**src/rtl/mips_pkg.sv**
```systemverilog
// Shared definitions for the MIPS execute-stage arithmetic units.
// Holds the divider state encoding and default operand width.
package mips_pkg;

   localparam int DIV_N = 16;

   typedef enum logic [1:0] {
      DIV_IDLE = 2'd0,
      DIV_CALC = 2'd1,
      DIV_DONE = 2'd2
   } div_state_t;

   function automatic int div_cnt_w(input int n);
      return $clog2(n + 1);
   endfunction

endpackage

```
**src/rtl/divisor_passo.sv**
```systemverilog
// One combinational restoring-division step: shift the partial remainder
// left by one quotient bit, subtract the divisor if it fits, record the bit.
module divisor_passo #(
   parameter int N = 16
) (
   input  logic [N-1:0] r,
   input  logic [N-1:0] q,
   input  logic [N-1:0] d2,
   output logic [N-1:0] r_next,
   output logic [N-1:0] q_next
);

   logic [N-1:0] shifted;
   logic [N-1:0] diff;
   logic         fits;

   // The shifted remainder is N+1 bits wide, but since R < D2 the difference
   // always fits back in N bits, so the subtraction can run modulo 2^N.
   assign shifted = {r[N-2:0], q[N-1]};
   assign fits    = ({r, q[N-1]} >= {1'b0, d2});
   assign diff    = shifted - d2;

   always_comb begin
      r_next = shifted;
      q_next = {q[N-2:0], 1'b0};
      if (fits) begin
         r_next = diff;
         q_next = {q[N-2:0], 1'b1};
      end
   end

endmodule

```
**src/rtl/divisor.sv**
```systemverilog
// Sequential restoring divider: 2N-bit dividend by N-bit divisor, one
// quotient bit per clock, results held until the next accepted start.
module divisor
   import mips_pkg::*;
#(
   parameter int N = DIV_N
) (
   input  logic           clk,
   input  logic           rst,
   input  logic           St,
   input  logic [2*N-1:0] D1,
   input  logic [N-1:0]   D2,
   output logic [N-1:0]   quoc,
   output logic [N-1:0]   rest,
   output logic           Busy,
   output logic           Done,
   output logic           Ovf
);

   localparam int CW = div_cnt_w(N);

   div_state_t     state_reg, state_next;
   logic [N-1:0]   r_reg, r_next;
   logic [N-1:0]   q_reg, q_next;
   logic [N-1:0]   d2_reg, d2_next;
   logic [CW-1:0]  cnt_reg, cnt_next;
   logic [N-1:0]   quoc_reg, quoc_next;
   logic [N-1:0]   rest_reg, rest_next;
   logic           busy_reg, busy_next;
   logic           done_reg, done_next;
   logic           ovf_reg, ovf_next;

   logic [N-1:0]   step_r, step_q;

   divisor_passo #(.N(N)) u_passo (
      .r      (r_reg),
      .q      (q_reg),
      .d2     (d2_reg),
      .r_next (step_r),
      .q_next (step_q)
   );

   always_ff @(posedge clk or negedge rst) begin
      if (!rst) begin
         state_reg <= DIV_IDLE;
         r_reg     <= '0;
         q_reg     <= '0;
         d2_reg    <= '0;
         cnt_reg   <= '0;
         quoc_reg  <= '0;
         rest_reg  <= '0;
         busy_reg  <= 1'b0;
         done_reg  <= 1'b0;
         ovf_reg   <= 1'b0;
      end else begin
         state_reg <= state_next;
         r_reg     <= r_next;
         q_reg     <= q_next;
         d2_reg    <= d2_next;
         cnt_reg   <= cnt_next;
         quoc_reg  <= quoc_next;
         rest_reg  <= rest_next;
         busy_reg  <= busy_next;
         done_reg  <= done_next;
         ovf_reg   <= ovf_next;
      end
   end

   always_comb begin
      state_next = state_reg;
      r_next     = r_reg;
      q_next     = q_reg;
      d2_next    = d2_reg;
      cnt_next   = cnt_reg;
      quoc_next  = quoc_reg;
      rest_next  = rest_reg;
      busy_next  = busy_reg;
      done_next  = 1'b0;
      ovf_next   = ovf_reg;

      unique case (state_reg)
         DIV_IDLE: begin
            if (St) begin
               d2_next  = D2;
               r_next   = D1[2*N-1:N];
               q_next   = D1[N-1:0];
               cnt_next = '0;
               ovf_next = 1'b0;
               // A high half >= divisor means the quotient needs more than N bits.
               if (D2 == '0 || D1[2*N-1:N] >= D2) begin
                  state_next = DIV_DONE;
                  ovf_next   = 1'b1;
                  quoc_next  = '1;
                  rest_next  = '0;
                  done_next  = 1'b1;
               end else begin
                  state_next = DIV_CALC;
                  busy_next  = 1'b1;
               end
            end
         end
         DIV_CALC: begin
            r_next   = step_r;
            q_next   = step_q;
            cnt_next = cnt_reg + 1'b1;
            if (cnt_reg == CW'(N - 1)) begin
               quoc_next  = step_q;
               rest_next  = step_r;
               busy_next  = 1'b0;
               done_next  = 1'b1;
               state_next = DIV_DONE;
            end
         end
         DIV_DONE: begin
            state_next = DIV_IDLE;
         end
         default: begin
            state_next = DIV_IDLE;
         end
      endcase
   end

   assign quoc = quoc_reg;
   assign rest = rest_reg;
   assign Busy = busy_reg;
   assign Done = done_reg;
   assign Ovf  = ovf_reg;

endmodule

```
**config.mk**
```make
export PLATFORM = sky130hd
export DESIGN_NAME = divisor
export DESIGN_NICKNAME = d
export VERILOG_FILES = /design/src/rtl/mips_pkg.sv /design/src/rtl/divisor_passo.sv /design/src/rtl/divisor.sv
export SDC_FILE = /design/constraint.sdc
export NUM_CORES = 1
export LEC_CHECK = 0
export ABC_CLOCK_PERIOD_IN_PS = 3000
export BUFFER_PORTS_ARGS = -buffer_cell sky130_fd_sc_hd__clkbuf_2
export CORE_MARGIN = 10
export CORE_UTILIZATION = 55
export CTS_CLUSTER_DIAMETER = 150
export CTS_CLUSTER_SIZE = 14
export DETAILED_ROUTE_END_ITERATION = 8
export GPL_TIMING_DRIVEN = 0
export PLACE_DENSITY = 0.78
export SYNTH_ARGS = -nofsm -noshare
export SYNTH_HDL_FRONTEND = slang
export SYNTH_HIERARCHICAL = 1
export SYNTH_SLANG_ARGS = --single-unit
```
**constraint.sdc**
```tcl
create_clock -name clk -period 3 [get_ports clk]
set_clock_uncertainty 0.15 [all_clocks]
set_input_delay 0.45 -clock clk [delete_from_list [all_inputs] [get_ports clk]]
set_output_delay 0.45 -clock clk [all_outputs]
set_load 0.05 [all_outputs]
```
[Word-level counts from Yosys, hierarchy flattened]
Index checks and enable logic that the tools add are counted.
W data, S select, Z words.
Storage, ports and cells
  word-level logic and storage cells: 57
  input port bits: 51
  output and inout port bits: 35
  register bits after elaboration: 90
Operators by class
  add/sub/neg operators: 2
  order comparisons: 2
  mux-type cells: 28
  reduce and logical (&&, ||, !) cells: 9
  equality and inequality tests: 6
Operators by type and width (number)
  $mux W16: 9
  $pmux W16 S2: 4
  $ge A17 B16 Y1: 1
  $ge A16 B16 Y1: 1
  $logic_not A16 Y1: 1
  $sub A16 B16 Y16: 1
  $pmux W5 S2: 1
  $ne A2 B2 Y1 const B: 4
  $reduce_and A4 Y1: 2
  $mux W1: 7
  $mux W2: 3
  $reduce_and A2 Y1: 3
  $add A5 B1 Y5 const B: 1
  $eq A5 B4 Y1 const B: 1
  $mux W5: 1
  $pmux W1 S2: 2
  $pmux W2 S2: 1
  $eq A2 B1 Y1 const B: 1
  $logic_not A2 Y1: 1
  $reduce_bool A2 Y1: 1
  $logic_or A1 B1 Y1: 1

[Logic depth before layout (Yosys ltp)]
  word-level depth: 5
  gate-level depth with buffers: 13
  mapped depth without buffers: 11

[Cells and area by module]
Netlist, hierarchy kept.
By module, submodules not included
  divisor: times used 1, cells an instance 430, seq. area each 2252.2 µm², area an instance 4171.5 µm²
  divisor_passo: times used 1, cells an instance 172, seq. area each 0.0 µm², area an instance 1285.0 µm²

[Worst setup path before layout]
No wires, ideal clock.
  kind: flip-flop to flip-flop
  start: register r_reg[13]
  end: register r_reg[10]
  clock period less this slack: 2773 ps
  slack: 227 ps
  required time: 2715 ps
  data arrival time: 2488 ps
  stages on the path, launching flop included: 13
  buffers on the path: 2
  library setup time: 135 ps
  path through: dfrtp_1 > ha_1 > buf_6 > a21o_1 > a211o_1 > a41o_1 > a31oi_4 > o21a_4 > inv_4 > buf_12 > mux2_4 > mux2i_1 > o21ai_0
Between the ends
  cells in the longest elaborated chain, start to end: 3
Ends and longest elaborated chain
  start: declaration: RTL line divisor.sv:23  | logic [N-1:0] r_reg, r_next;
  start signal: assignment: RTL line divisor.sv:57  | r_reg <= r_next;
  $ge A17 B16 Y1: RTL line divisor_passo.sv:20  | assign fits = ({r, q[N-1]} >= {1'b0, d2});
  named net u_passo.fits: RTL line divisor_passo.sv:15  | logic fits;
  $mux W16: RTL line divisor_passo.sv:26  | if (fits) begin
  named net step_r[10]: RTL line divisor.sv:33  | logic [N-1:0] step_r, step_q;
  $pmux W16 S2: RTL line divisor.sv:81  | unique case (state_reg)
The timed path passes the listed nets, and every way through them passes these cells.
A chain may end at the register's enable or synchronous reset.

[Worst setup path in the final report]
  start: register d2_reg[14]
  end: register r_reg[12]
Between the ends
  cells in the longest elaborated chain, start to end: 3
Ends and longest elaborated chain
  start: declaration: RTL line divisor.sv:25  | logic [N-1:0] d2_reg, d2_next;
  start signal: assignment: RTL line divisor.sv:59  | d2_reg <= d2_next;
  $ge A17 B16 Y1: RTL line divisor_passo.sv:20
  named net u_passo.fits: RTL line divisor_passo.sv:15
  $mux W16: RTL line divisor_passo.sv:26
  named net step_r[12]: RTL line divisor.sv:33
  $pmux W16 S2: RTL line divisor.sv:81
The timed path passes the listed nets, and every way through them passes these cells.

==> flow_metrics.tcl <==
set metrics [dict create \
    status "finished, final reports clean" \
    busiest_layer "met2" \
    layout.nets 792 \
    cts_tree "done" \
    cts.sinks 90 \
    std_cell_rows 36 \
    wl_mm 14.8 \
    crit_path_start_kind "flip-flop" \
    post_drt_wl_per_cell_um 17.6 \
    finalHoldViolations 0 \
    use_met3 0.0553 \
    hp-class "in2reg" \
    post_dp_cell_area_um2 6080 \
    grt_pass1_vias 4841 \
    max_freq_mhz 343 \
    fin_cells 844 \
    die_h_um 120 \
    synth.avg_cell_area_um2 9.06 \
    dpl.hpwl_mm 11.4 \
    grt_max_degree 52 \
    grt_antenna_before_repair 0 \
    grtUsageTotal 0.205 \
    dr.pass1.iters 7 \
    synthToLayoutAreaGrowth_pct 17.5 \
    syn_nets 688 \
    num_vias 4729 \
    synth_edf_count 0 \
    yosysUniqueCellTypes 56 \
    dr.first_iter.drc_count 287 \
    synth_flop_cell "dfrtp_1" \
    final_area_um2 6410 \
    grt_pass1_wl_mm 23.7 \
    die_area_um2 14300 \
    synth_top_area_cell "dfrtp_1" \
    yosys-top-cells-area "dfrtp_1 41%, nand2_1 9.4%, ha_1 7.8%" \
    end_kind "flip-flop" \
    synthTopCellsByCount "137 x nand2_1, 90 x dfrtp_1, 63 x o21ai_0, 42 x inv_1" \
    ys_seq_elements 90 \
    drv_cap 0 \
    fin_crit_ps 2920 \
    yosysWarnings 6 \
    yosys.area.top_type_share 0.413 \
    finalPower_mw 8.26 \
    grt_use_met2 0.346 \
    crit_arrival_ps 3010 \
    antenna_left 0 \
    async_flop_share 1.00 \
    synth.most_common_cell "nand2_1" \
    cts.clk_slew.worst_paths_ps 90 \
    h-tree-depth 3 \
    fin_util 0.659 \
    vias_per_cell 5.60 \
    synth.cell_area_um2 5460 \
    diodes 0 \
    coreArea_um2 9730 \
    io_buffers 85 \
    overflow 0 \
    start_util 0.561 \
    max-vdd-ir-drop_mv 0.603 \
    drv_slew 0 \
    cts_made_buffers 9 \
    syn_inst 602 \
    crit_type "reg2reg" \
    slew_headroom 0.534 \
    io_pins 86 \
    placedCellCount 821 \
    finalCritPeriodShare 0.973 \
    crit_fanout 10 \
    clk-insertion-delay-late_ps 380 \
    die_x_um 120 \
    worstMarginPinSlew_ps 693 \
    leakage_nw 3.16 \
    finalWeightedCongestion 0.895 \
    met1_usage 0.238 \
    drc 0 \
    yosysSeqAreaShare 0.413 \
    cts_buffer_depth 2 \
    cts_root_buffer "clkbuf_8" \
    worstPathRequired_ps 3090 \
    powerDensity_nw_per_um2 1290 \
    drive_gt1_frac 0.231 \
    setup_viol 0 \
]
-- metrics by stage --
stage                     hold slack [ps]  TNS, ps  setup slack, ps
after floorplan                      4.41        0              227
final                                 190        0             81.8
after global placement                312     -283             -105
after CTS                             181        0             2.36
after detailed placement              322     -310             -139
after global routing                  192    -28.4            -8.87
-- per-layer routing --
| metal | vias to the layer above | routed length [um] |
|---|---|---|
| li1 | 2250 | - |
| met1 | 2299 | 5970 |
| met2 | 141 | 7560 |
| met3 | 39 | 766 |
| met4 | 0 | 534 |
| met5 | - | 0 |
-- critical path: stages, from the launching register on --
cell and delay [ps]:
dfrtp_1 360, inv_1 50, ha_1 290, buf_6 120
a21o_1 170, a211o_1 270, a41o_1 250, a31oi_4 170
o21a_4 190, inv_4 60, buf_12 150, mux2_4 320
mux2i_1 130, o21ai_0 90
-- final cells by class --
cell class                      count  area (um^2)
Clock inverter                      5         36.3
Multi-Input combinational cell    423         2840
Clock buffer                       11          151
Sequential cell                    90         2250
Fill cell                         821         3320
Buffer                             43          268
Timing Repair Buffer               96          533
Inverter                           43          164
Tap cell                          133          166
-- repair_timing --
item | in CTS | in global routing
pin swaps | 1 | 4
hold buffers | 1 | 0
gates cloned | 0 | 0
buffers inserted | 3 | 6
setup endpoints to repair | 11 | 29
endpoints found under the hold margin | 39 | 0
gates resized for setup | 1 | 15
-- path summary, 6_finish.rpt --
check / start / end / slack, ps / depth (start not counted)
min in group asynchronous: rst / quoc[12] / 480 / 2
max in group asynchronous: rst / d2_reg[11] / 1580 / 3
min: D2[0] / d2_reg[0] / 190 / 3
min reg2reg: d2_reg[8] / d2_reg[8] / 340 / 2
max reg2reg: d2_reg[14] / r_reg[12] / 80 / 13
max: d2_reg[14] / r_reg[12] / 80 / 13
-- report_power, final --
| part | switching [mW] | leakage [nW] | internal, mW |
|---|---|---|---|
| Clock | 0.448 | 0.0880 | 0.347 |
| Combinational | 3.07 | 1.99 | 2.39 |
| Sequential | 0.311 | 1.07 | 1.69 |
-- logic make-up (layout without fill, tap and decap cells) --
family	Yosys count	in the layout	synth area share
simple gates	199	199	0.166
compound gates	131	131	0.147
flops	90	90	0.413
buf+inv	89	198	0.0812
mux	46	46	0.0926
fa+ha+maj	35	35	0.0816
xor+xnor	12	12	0.0193
-- placed cells by master, fill, tap and decap left out, types with 3 or more instances in the layout --
cell and count:
buf_4 26, mux2i_1 33, a211oi_1 3, nand3b_1 16, xor2_1 4, a31oi_1 3
nor4_1 4, a21o_1 3, o21a_1 4, inv_1 42, ha_4 3, clkbuf_1 18
o21bai_1 3, nand2_1 137, clkinvlp_4 3, buf_6 3, buf_2 3, clkbuf_8 11
clkbuf_2 84, and3_1 3, o21ai_1 6, xnor2_1 8, nand3_1 5, nor2_1 12
ha_1 31, o21ai_0 57, mux2_4 8, dfrtp_1 90, and2_1 3, nand4_1 7
mux2_2 4, a21oi_1 31
Power figures use the tool's default switching activity.
